--- config.mk ---
export PLATFORM = sky130hd
export DESIGN_NAME = regfile_wr_arbiter
export DESIGN_NICKNAME = d
export VERILOG_FILES = /design/src/rtl/regfile_wr_arbiter.sv
export SDC_FILE = /design/constraint.sdc
export NUM_CORES = 1
export LEC_CHECK = 0
export BUFFER_PORTS_ARGS = -buffer_cell sky130_fd_sc_hd__buf_2
export CORE_MARGIN = 2
export CORE_UTILIZATION = 50
export DETAILED_ROUTE_END_ITERATION = 7
export GPL_ROUTABILITY_DRIVEN = 0
export GPL_TIMING_DRIVEN = 0
export HOLD_SLACK_MARGIN = 0.08
export PLACE_DENSITY = 0.83
export SYNTH_ARGS = -nofsm -noshare
export SYNTH_HDL_FRONTEND = slang
export SYNTH_SLANG_ARGS = --single-unit
--- constraint.sdc ---
create_clock -name clk -period 2.22 [get_ports clk]
set_clock_uncertainty 0.2 [all_clocks]
set_input_delay 0.333 -clock clk [delete_from_list [all_inputs] [get_ports clk]]
set_output_delay 0.333 -clock clk [all_outputs]
set_load 0.05 [all_outputs]
--- src/rtl/regfile_wr_arbiter.sv ---
// regfile_wr_arbiter: owns the register file's only write port.
// After reset or clr it sweeps INIT_VAL into every register, because the
// register file has no reset of its own. It then shares the port between
// requester 0 (ALU writeback) and requester 1 (load/host path) using a
// round-robin req/gnt handshake. Writes issue one cycle after the grant.
module regfile_wr_arbiter #(
    parameter int                 DATA_W   = 8,
    parameter int                 ADDR_W   = 4,
    parameter logic [DATA_W-1:0]  INIT_VAL = '0
) (
    input  logic              clk,
    input  logic              reset,
    input  logic              clr,
    input  logic [1:0]        req,
    input  logic [ADDR_W-1:0] addr0,
    input  logic [DATA_W-1:0] data0,
    input  logic [ADDR_W-1:0] addr1,
    input  logic [DATA_W-1:0] data1,
    output logic [1:0]        gnt,
    output logic              rf_wrEn,
    output logic [ADDR_W-1:0] rf_wAdd,
    output logic [DATA_W-1:0] rf_wData,
    output logic              init_done
);

    typedef enum logic {
        S_INIT = 1'b0,
        S_RUN  = 1'b1
    } state_t;

    // Highest register address; the sweep finishes after writing it.
    localparam logic [ADDR_W-1:0] LAST_ADDR = '1;

    state_t            state_q, state_d;
    logic [ADDR_W-1:0] cnt_q, cnt_d;
    logic              last_q, last_d;   // index of the most recently granted requester
    logic              wrEn_q, wrEn_d;
    logic [ADDR_W-1:0] wAdd_q, wAdd_d;
    logic [DATA_W-1:0] wData_q, wData_d;
    logic              done_q, done_d;

    // Grant: only in RUN, never during reset or a clr cycle; on a tie the
    // requester that did not win last time gets the port.
    always_comb begin
        gnt = 2'b00;
        if (!reset && state_q == S_RUN && !clr) begin
            case (req)
                2'b01:   gnt = 2'b01;
                2'b10:   gnt = 2'b10;
                2'b11:   gnt = last_q ? 2'b01 : 2'b10;
                default: gnt = 2'b00;
            endcase
        end
    end

    // Next state: init sweep step, clr restart, or registering a granted write.
    always_comb begin
        state_d = state_q;
        cnt_d   = cnt_q;
        last_d  = last_q;
        wrEn_d  = 1'b0;
        wAdd_d  = wAdd_q;
        wData_d = wData_q;
        done_d  = done_q;
        case (state_q)
            S_INIT: begin
                wrEn_d  = 1'b1;
                wAdd_d  = cnt_q;
                wData_d = INIT_VAL;
                cnt_d   = cnt_q + 1'b1;
                if (cnt_q == LAST_ADDR) begin
                    state_d = S_RUN;
                    done_d  = 1'b1;
                end
            end
            S_RUN: begin
                if (clr) begin
                    // The last pointer deliberately survives a clr.
                    state_d = S_INIT;
                    cnt_d   = '0;
                    done_d  = 1'b0;
                end else if (gnt[0]) begin
                    wrEn_d  = 1'b1;
                    wAdd_d  = addr0;
                    wData_d = data0;
                    last_d  = 1'b0;
                end else if (gnt[1]) begin
                    wrEn_d  = 1'b1;
                    wAdd_d  = addr1;
                    wData_d = data1;
                    last_d  = 1'b1;
                end
            end
            default: state_d = S_INIT;
        endcase
    end

    // State and write-port registers; reset aborts any pending write.
    always_ff @(posedge clk) begin
        if (reset) begin
            state_q <= S_INIT;
            cnt_q   <= '0;
            last_q  <= 1'b1;
            wrEn_q  <= 1'b0;
            wAdd_q  <= '0;
            wData_q <= '0;
            done_q  <= 1'b0;
        end else begin
            state_q <= state_d;
            cnt_q   <= cnt_d;
            last_q  <= last_d;
            wrEn_q  <= wrEn_d;
            wAdd_q  <= wAdd_d;
            wData_q <= wData_d;
            done_q  <= done_d;
        end
    end

    assign rf_wrEn   = wrEn_q;
    assign rf_wAdd   = wAdd_q;
    assign rf_wData  = wData_q;
    assign init_done = done_q;

endmodule

After elaboration in Yosys (flattened, before gate mapping)
Index checks and enable logic that the tools add are counted.

word-level totals
  flip-flop bits (word level) = 20
  output and inout port bits = 16
  word-level logic and storage cells = 51
  input port bits = 29

operators by class
  mux-type cells = 25
  equality and inequality tests = 8
  bitwise logic cells = 2
  reduce and logical (&&, ||, !) cells = 8
  add/subtract/negate cells = 1

operators with widths
  operator               count
  $mux W8                3
  $mux W4                4
  $pmux W4 S2            2
  $pmux W8 S2            1
  $mux W1                9
  $ne A2 B2 Y1 const B   3
  $pmux W1 S2            3
  $pmux W2 S3            1
  $add A4 B1 Y4 const B  1
  $eq A2 B2 Y1 const B   2
  $eq A4 B4 Y1 const B   1
  $mux W2                2
  $reduce_and A2 Y1      2
  $ne A3 B3 Y1 const B   1
  $reduce_and A3 Y1      1
  $eq A2 B1 Y1 const B   1
  $logic_and A1 B1 Y1    2
  $logic_not A1 Y1       2
  $not A1 Y1             2
  $reduce_bool A2 Y1     1

Logic depth before layout (Yosys ltp)
Gate-level depths: netlist of the first run.

  depth after elaboration = 8
  mapped depth = 6
  mapped depth without buffers = 4

Least setup slack after synthesis of the first run
No wires, ideal clock.

  path type = input port to output port
  start point = in reset
  end point = out gnt[1]
  slack = 592 ps
  cell stages on the path = 3
  required time = 1687 ps
  arrival = 1095 ps
  buffers on the path = 1
  cells stage by stage = buf_6 nor3b_2 and3_1

between the ends
  word-level cells in the longest chain between the ends = 4

RTL lines
  what                              RTL line  text
  start: declaration                12        input logic reset,
  $logic_not A1 Y1                  46        if (!reset && state_q == S_RUN && !clr) begin
  $logic_and A1 B1 Y1 (2 in a row)  46
  $mux W2                           46
  end: declaration                  19        output logic [1:0] gnt,

No other way between the ends.

Final worst setup path of the first run
  start point = reg state_q
  end point = out gnt[0]

between the ends
  word-level cells in the longest chain between the ends = 3

RTL lines
  what                              RTL line  text
  start: declaration                34        state_t state_q, state_d;
  start signal: assignment          109       state_q <= state_d;
  $logic_and A1 B1 Y1 (2 in a row)  46
  $mux W2                           46

No other way between the ends.

==> summary.md, run 1 <==
| Metric | Value |
|---|---|
| DR iter-0 viols | 16 |
| Crit. End Element | output pin |
| Setup-failing EPs final | 0 |
| Clock sinks | 20 |
| Leakage | about 0.58 nW |
| Routed len/inst | 13.1 um |
| Critical Path RT | 1690 ps |
| TritonCTS Buffers | 3 |
| Crit path time final | 1980 ps |
| Rel. slew slack | 0.573 |
| Synth unique cells | 29 |
| Worst-path clk slew | 120 ps |
| Setup repair after global routing missed its margin | no |
| Min Hold Slack | 110 ps |
| Critical Path Source Type | register |
| Largest net degree at the start of global routing | 12 |
| F_max | 506 MHz |
| Core area | 1980 sq um |
| First-pass GRT wire length | 4.02 mm |
| Status | complete, no violations |
| Fraction of layout cells with a size suffix above 1 | 0.419 |
| Width of the die | 49.9 um |
| Number of port buffers | 43 |
| PwrDens | approximately 500 nW/um^2 |
| Gr ovfl total | 0 |
| Via count | 994 |
| Synthesis Warnings | 0 |
| Syn nets | ~140 |
| Routed vias/inst | roughly 5.5 |
| Total wire length | 2.39 mm |
| Setup CP Type | register to output pin |
| Cell Rows | 16 |
| Pre-antenna DRT Iters | 4 |
| Vias in the first global route | 968 |
| Area grow syn2layout | 27.1% |
| Inst Count DP | 178 |
| Setup Fix Bufs, Post-CTS | 0 |
| Flops & latches, synth | 20 |
| Most frequent cells in the layout | 45 x buf_2, 20 x dfxtp_1, 14 x a21oi_1 |
| Cell Area, Placed | 1300 sq um |
| TNS Setup | 0 ps |
| Clk_lat worst skew | 300 ps |
| WP data arrival | around 1500 ps |
| Post-route ant nets | 0 |
| Hold Vio Cnt, Final | 0 |
| Slew Viols, Final | 0 |
| Maxcap violations | 0 |
| Die area | between 2000 and 2500 sq um |
| Commonest non-fill, non-tap cell in the layout | buf_2 |
| Initial antenna violation count | 0 |
| Design area | ~1300 sq um |
| DRC violations left | 0 |
| CTS tree | yes |
| Filler cell count | 176 |
| Fin crit share | 0.891 |
| Crit Path Max Fanout | 9 |
| Sequential share of the synthesized area | 0.380 |
| Actual slew at the worst max-slew pin | 640 ps |
| Die Y | 49.9 um |
| Bufs on Longest Clock Path | 2 |
| Worst Hold Class | input pin to register |
| Initial Util | 0.531 |
| Post-Layout Cell Count | 182 |
| Cts hold-fix bufs | 0 |
| PostCTS Resize Cnt | 0 |
| Ports | 45 |
| Clock root buffer | clkbuf_4 |
| Worst vdd ir | 625 uV |
| Total Nets Final | 186 |
| GRT Overall Usage | 0.208 |
| Syn Std Cell Area | 1050 sq um |
| Htree depth | 1 |
| Ant. Diodes | 0 |
| Synth Area per Inst | 9.74 sq um |
| DP Wirelength | around 1.8 mm |
| Syn Inst Count | 108 |
-- synthesized netlist by cell type (all sizes together) --
master,instances,area share
nor2b,5,0.030
or3,1,0.0059
nor2,6,0.021
o211ai,1,0.0071
o22ai,4,0.024
nand2b,2,0.012
a21oi,14,0.067
or3b,1,0.0083
o21ai,2,0.0095
a211oi,9,0.10
and3,2,0.017
nand2,6,0.021
inv,2,0.0071
and2b,1,0.0071
nand3,2,0.0095
nor3b,2,0.030
clkbuf,3,0.011
buf,5,0.050
o21bai,1,0.018
mux2i,12,0.11
ha,1,0.012
nand3b,1,0.0071
a31oi,5,0.030
dfxtp,20,0.38
-- metal layers --
layer	part of all wire	wire length [um]	up-vias	global-route usage
met2	0.50	1210	33	0.371
met5	0	0	-	0
met4	0.0054	13	0	0.0556
met1	0.43	1020	470	0.241
li1	-	-	487	-
met3	0.062	148	4	0.0576
-- final timing paths --
check	start	endpoint	slack, ps	cells after the start
min reg2reg	init_done	init_done	270	2
min	addr1[0]	rf_wAdd[0]	110	3
max reg2reg	state_q	rf_wData[1]	570	5
max	state_q	gnt[0]	240	4
-- state kept, by name (all words and copies together), names as in the netlist --
| signal | count |
|---|---|
| last_q | 1 |
| state_q | 1 |
| rf_wData | 8 |
| cnt_q | 4 |
| init_done | 1 |
| rf_wAdd | 4 |
| rf_wrEn | 1 |
-- cell families after synthesis --
logic type                 share of synthesized area
AOI/OAI and AO/OA                              0.257
muxes                                          0.114
adders and majority gates                     0.0119
and+or+nand+nor                                0.169
DFF                                            0.380
buffers and inverters                         0.0678
-- area by class of cell --
| type | count | area [sq um] | area share |
|---|---|---|---|
| multi-input cells | 78 | 581 | 0.434 |
| flip-flops and latches | 20 | 400 | 0.299 |
| repair buffers | 43 | 215 | 0.161 |
| plain buffers | 8 | 63.8 | 0.0477 |
| clock buffers | 4 | 36.3 | 0.0271 |
| well taps | 27 | 33.8 | 0.0253 |
| inverters | 2 | 7.51 | 0.00561 |
-- critical path, cell delays in order, from the launching register on --
cell     delay [ps]
dfxtp_1         330
nor3b_2         200
and3_4          220
buf_12          130
buf_2           260
-- metrics by stage --
step / util / setup WS [ps] / power (mW)
after floorplan: - / 592 / 0.438
after global placement: 0.657 / 417 / 0.474
after detailed placement: 0.657 / 384 / 0.477
after CTS: 0.675 / 231 / 0.684
after global routing: 0.675 / 146 / 0.714
final: 0.675 / 242 / 0.678
-- power breakdown --
part	switching, mW	internal (mW)
clock	0.109	0.100
sequential	0.00762	0.367
combinational	0.0528	0.0417
total	0.169	0.509
No activity file was read; power rests on OpenSTA's default activity.
==> run 2: changes to the inputs <==
--- a/config.mk
+++ b/config.mk
@@ -6,7 +6,7 @@
 export NUM_CORES = 1
 export LEC_CHECK = 0
 export BUFFER_PORTS_ARGS = -buffer_cell sky130_fd_sc_hd__buf_2
-export CORE_MARGIN = 2
+export CORE_MARGIN = 10
 export CORE_UTILIZATION = 50
 export DETAILED_ROUTE_END_ITERATION = 7
 export GPL_ROUTABILITY_DRIVEN = 0
==> constraint.sdc (replaced) <==
create_clock -name clk -period 2.5 [get_ports clk]
set_clock_uncertainty 0.2 [all_clocks]
set_input_delay 0.375 -clock clk [delete_from_list [all_inputs] [get_ports clk]]
set_output_delay 0.375 -clock clk [all_outputs]
set_load 0.05 [all_outputs]
==> run 2 against run 1 <==
Total power is 11% lower. Design area did not move. Sequential power down 11%. Combinational power down 9.9%. Sequential share of layout area stayed put. Clock power down 11%. Critical endpoint unchanged. Largest power group unchanged. Highest routed layer unchanged.
==> summary.md, run 2 (same netlist as run 1, synthesis figures left out) <==
| Metric | Value |
|---|---|
| Status | complete, no violations |
| Buf/Inv on CP | 2 |
| Crit. End Element | output pin |
| Setup-failing EPs final | 0 |
| Via count | 995 |
| Routed vias/inst | 5.47 |
| Final WS setup | 470 ps |
| WP data arrival | 1450 ps |
| Die Y | between 60 and 70 um |
| Clock sinks | 20 |
| First-pass GRT wire length | 4.64 mm |
| Largest net degree at the start of global routing | 12 |
| Worst vdd ir | 542 uV |
| Pre-antenna DRT Iters | 4 |
| DP Worst Slack | 584 ps |
| Htree depth | 1 |
| Crit path largest cell delay | roughly 350 ps |
| Worst R2R Start | state_q |
| Worst-path clk slew | 110 ps |
| Area grow syn2layout | 27.1% |
| Min Hold Slack | about 180 ps |
| Commonest non-fill, non-tap cell in the layout | buf_2 |
| Setup repair after global routing missed its margin | no |
| Actual slew at the worst max-slew pin | 629 ps |
| Fraction of layout cells with a size suffix above 1 | 0.419 |
| Routed len/inst | approximately 16 um |
| Ant. Diodes | 0 |
| Total Nets Final | 186 |
| Post-Layout Cell Count | around 180 |
| Number of port buffers | 43 |
| Width of the die | 65.9 um |
| TritonCTS Buffers | 3 |
| Crit Path Max Fanout | 9 |
| Sw Share | 0.253 |
| GRT Overall Usage | 0.130 |
| Cell Rows | 16 |
| DP Wirelength | ~2.3 mm |
| P_sw | approximately 0.15 mW |
| Reg2reg path depth | 5 |
| Slowest-stage cell, CP | dfxtp_1 |
| Core area | 1980 sq um |
| DR iter-0 viols | 22 |
| CTS tree | yes |
| F_max | 493 MHz |
| Crit path time final | 2030 ps |
| Slew Viols, Final | 0 |
| Rel. slew slack | 0.580 |
| Critical path depth in cells | 4 |
| Gr ovfl total | 0 |
| Cell Int Power | between 0.4 and 0.5 mW |
| TNS Setup | 0 ps |
| Worst-path cell chain | nor3b_2, and3_4, buf_12, buf_2 |
| Hold_sp | addr0[2] |
| Fin crit share | 0.812 |
| Bufs on Longest Clock Path | 2 |
| Cts hold-fix bufs | 0 |
| Setup Fix Bufs, Post-CTS | 0 |
| Clock root buffer | clkbuf_4 |
| Register share of total power | 0.550 |
| Comb pwr share | 0.141 |
| Total wire length | between 2 and 3 mm |
| Clock Power Share | 0.309 |
| Post-route ant nets | 0 |
| Clk_lat worst skew | 300 ps |
| PostCTS Resize Cnt | 0 |
| PwrDens | 453 nW/um^2 |
| Cell count of the worst hold path | 3 |
| Most frequent cells in the layout | 45 x buf_2, 20 x dfxtp_1, 14 x a21oi_1 |
| Initial Util | 0.531 |
| Max FFs per register | 8 |
| Crit path max-delay family | simple AND/OR/NAND/NOR gates |
| Crit. Startpoint | state_q |
| Hold Vio Cnt, Final | 0 |
| Critical Path Source Type | register |
| DRC violations left | 0 |
| Worst Hold Class | input pin to register |
| Vias in the first global route | 1058 |
| Maxcap violations | 0 |
| Critical Path RT | between 1500 and 2000 ps |
| Inst Count DP | 178 |
| Leakage | 0.582 nW |
| Setup CP Type | register to output pin |
| Die area | about 4300 sq um |
| Initial antenna violation count | 0 |
| Ports | between 40 and 50 |
run 2: cell counts in the layout (fill, tap and decap cells not counted):
Identical to the previous run, type by type.
run 2: worst paths after layout:
check,endpoint,slack [ps]
max,gnt[0],470
min,rf_wAdd[2],180
max reg2reg,rf_wData[2],830
min reg2reg,init_done,270
run 2: layout make-up:
cell class	instances	area (sq um)
repair buffers	43	215
flip-flops and latches	20	400
fillers	166	644
well taps	27	33.8
clock buffers	4	36.3
plain buffers	8	63.8
multi-input cells	78	581
inverters	2	7.51
run 2: power groups by stage:
stage	clock (mW)	sequential [mW]	combinational, mW
after floorplan	0	0.351	0.0380
after global placement	0	0.340	0.0816
after detailed placement	0	0.340	0.0854
after CTS	0.189	0.333	0.0860
after global routing	0.206	0.334	0.0930
final	0.187	0.333	0.0851
run 2: tightest hold or removal path: cells and delay by family:
kind	cells	cell delay (ps)
AOI/OAI and AO/OA	1	140
buffers and inverters	1	70
muxes	1	50
run 2: layer usage:
metal,up-vias,routed length (um),global-route usage,share of wire
li1,488,-,-,-
met1,470,1060,0.124,0.37
met2,31,1490,0.250,0.52
met3,6,239,0.0508,0.084
met4,0,47,0.0374,0.017
met5,-,0,0,0
run 2: per-stage QoR:
| step | cell area [sq um] | total power [mW] | utilization |
|---|---|---|---|
| 3_3_place_gp | 1300 | 0.421 | 0.657 |
| 6_report | 1340 | 0.605 | 0.675 |
| 2_1_floorplan | 1050 | 0.389 | - |
| 5_1_grt | 1340 | 0.633 | 0.675 |
| 3_5_place_dp | 1300 | 0.425 | 0.657 |
| 4_1_cts | 1340 | 0.608 | 0.675 |
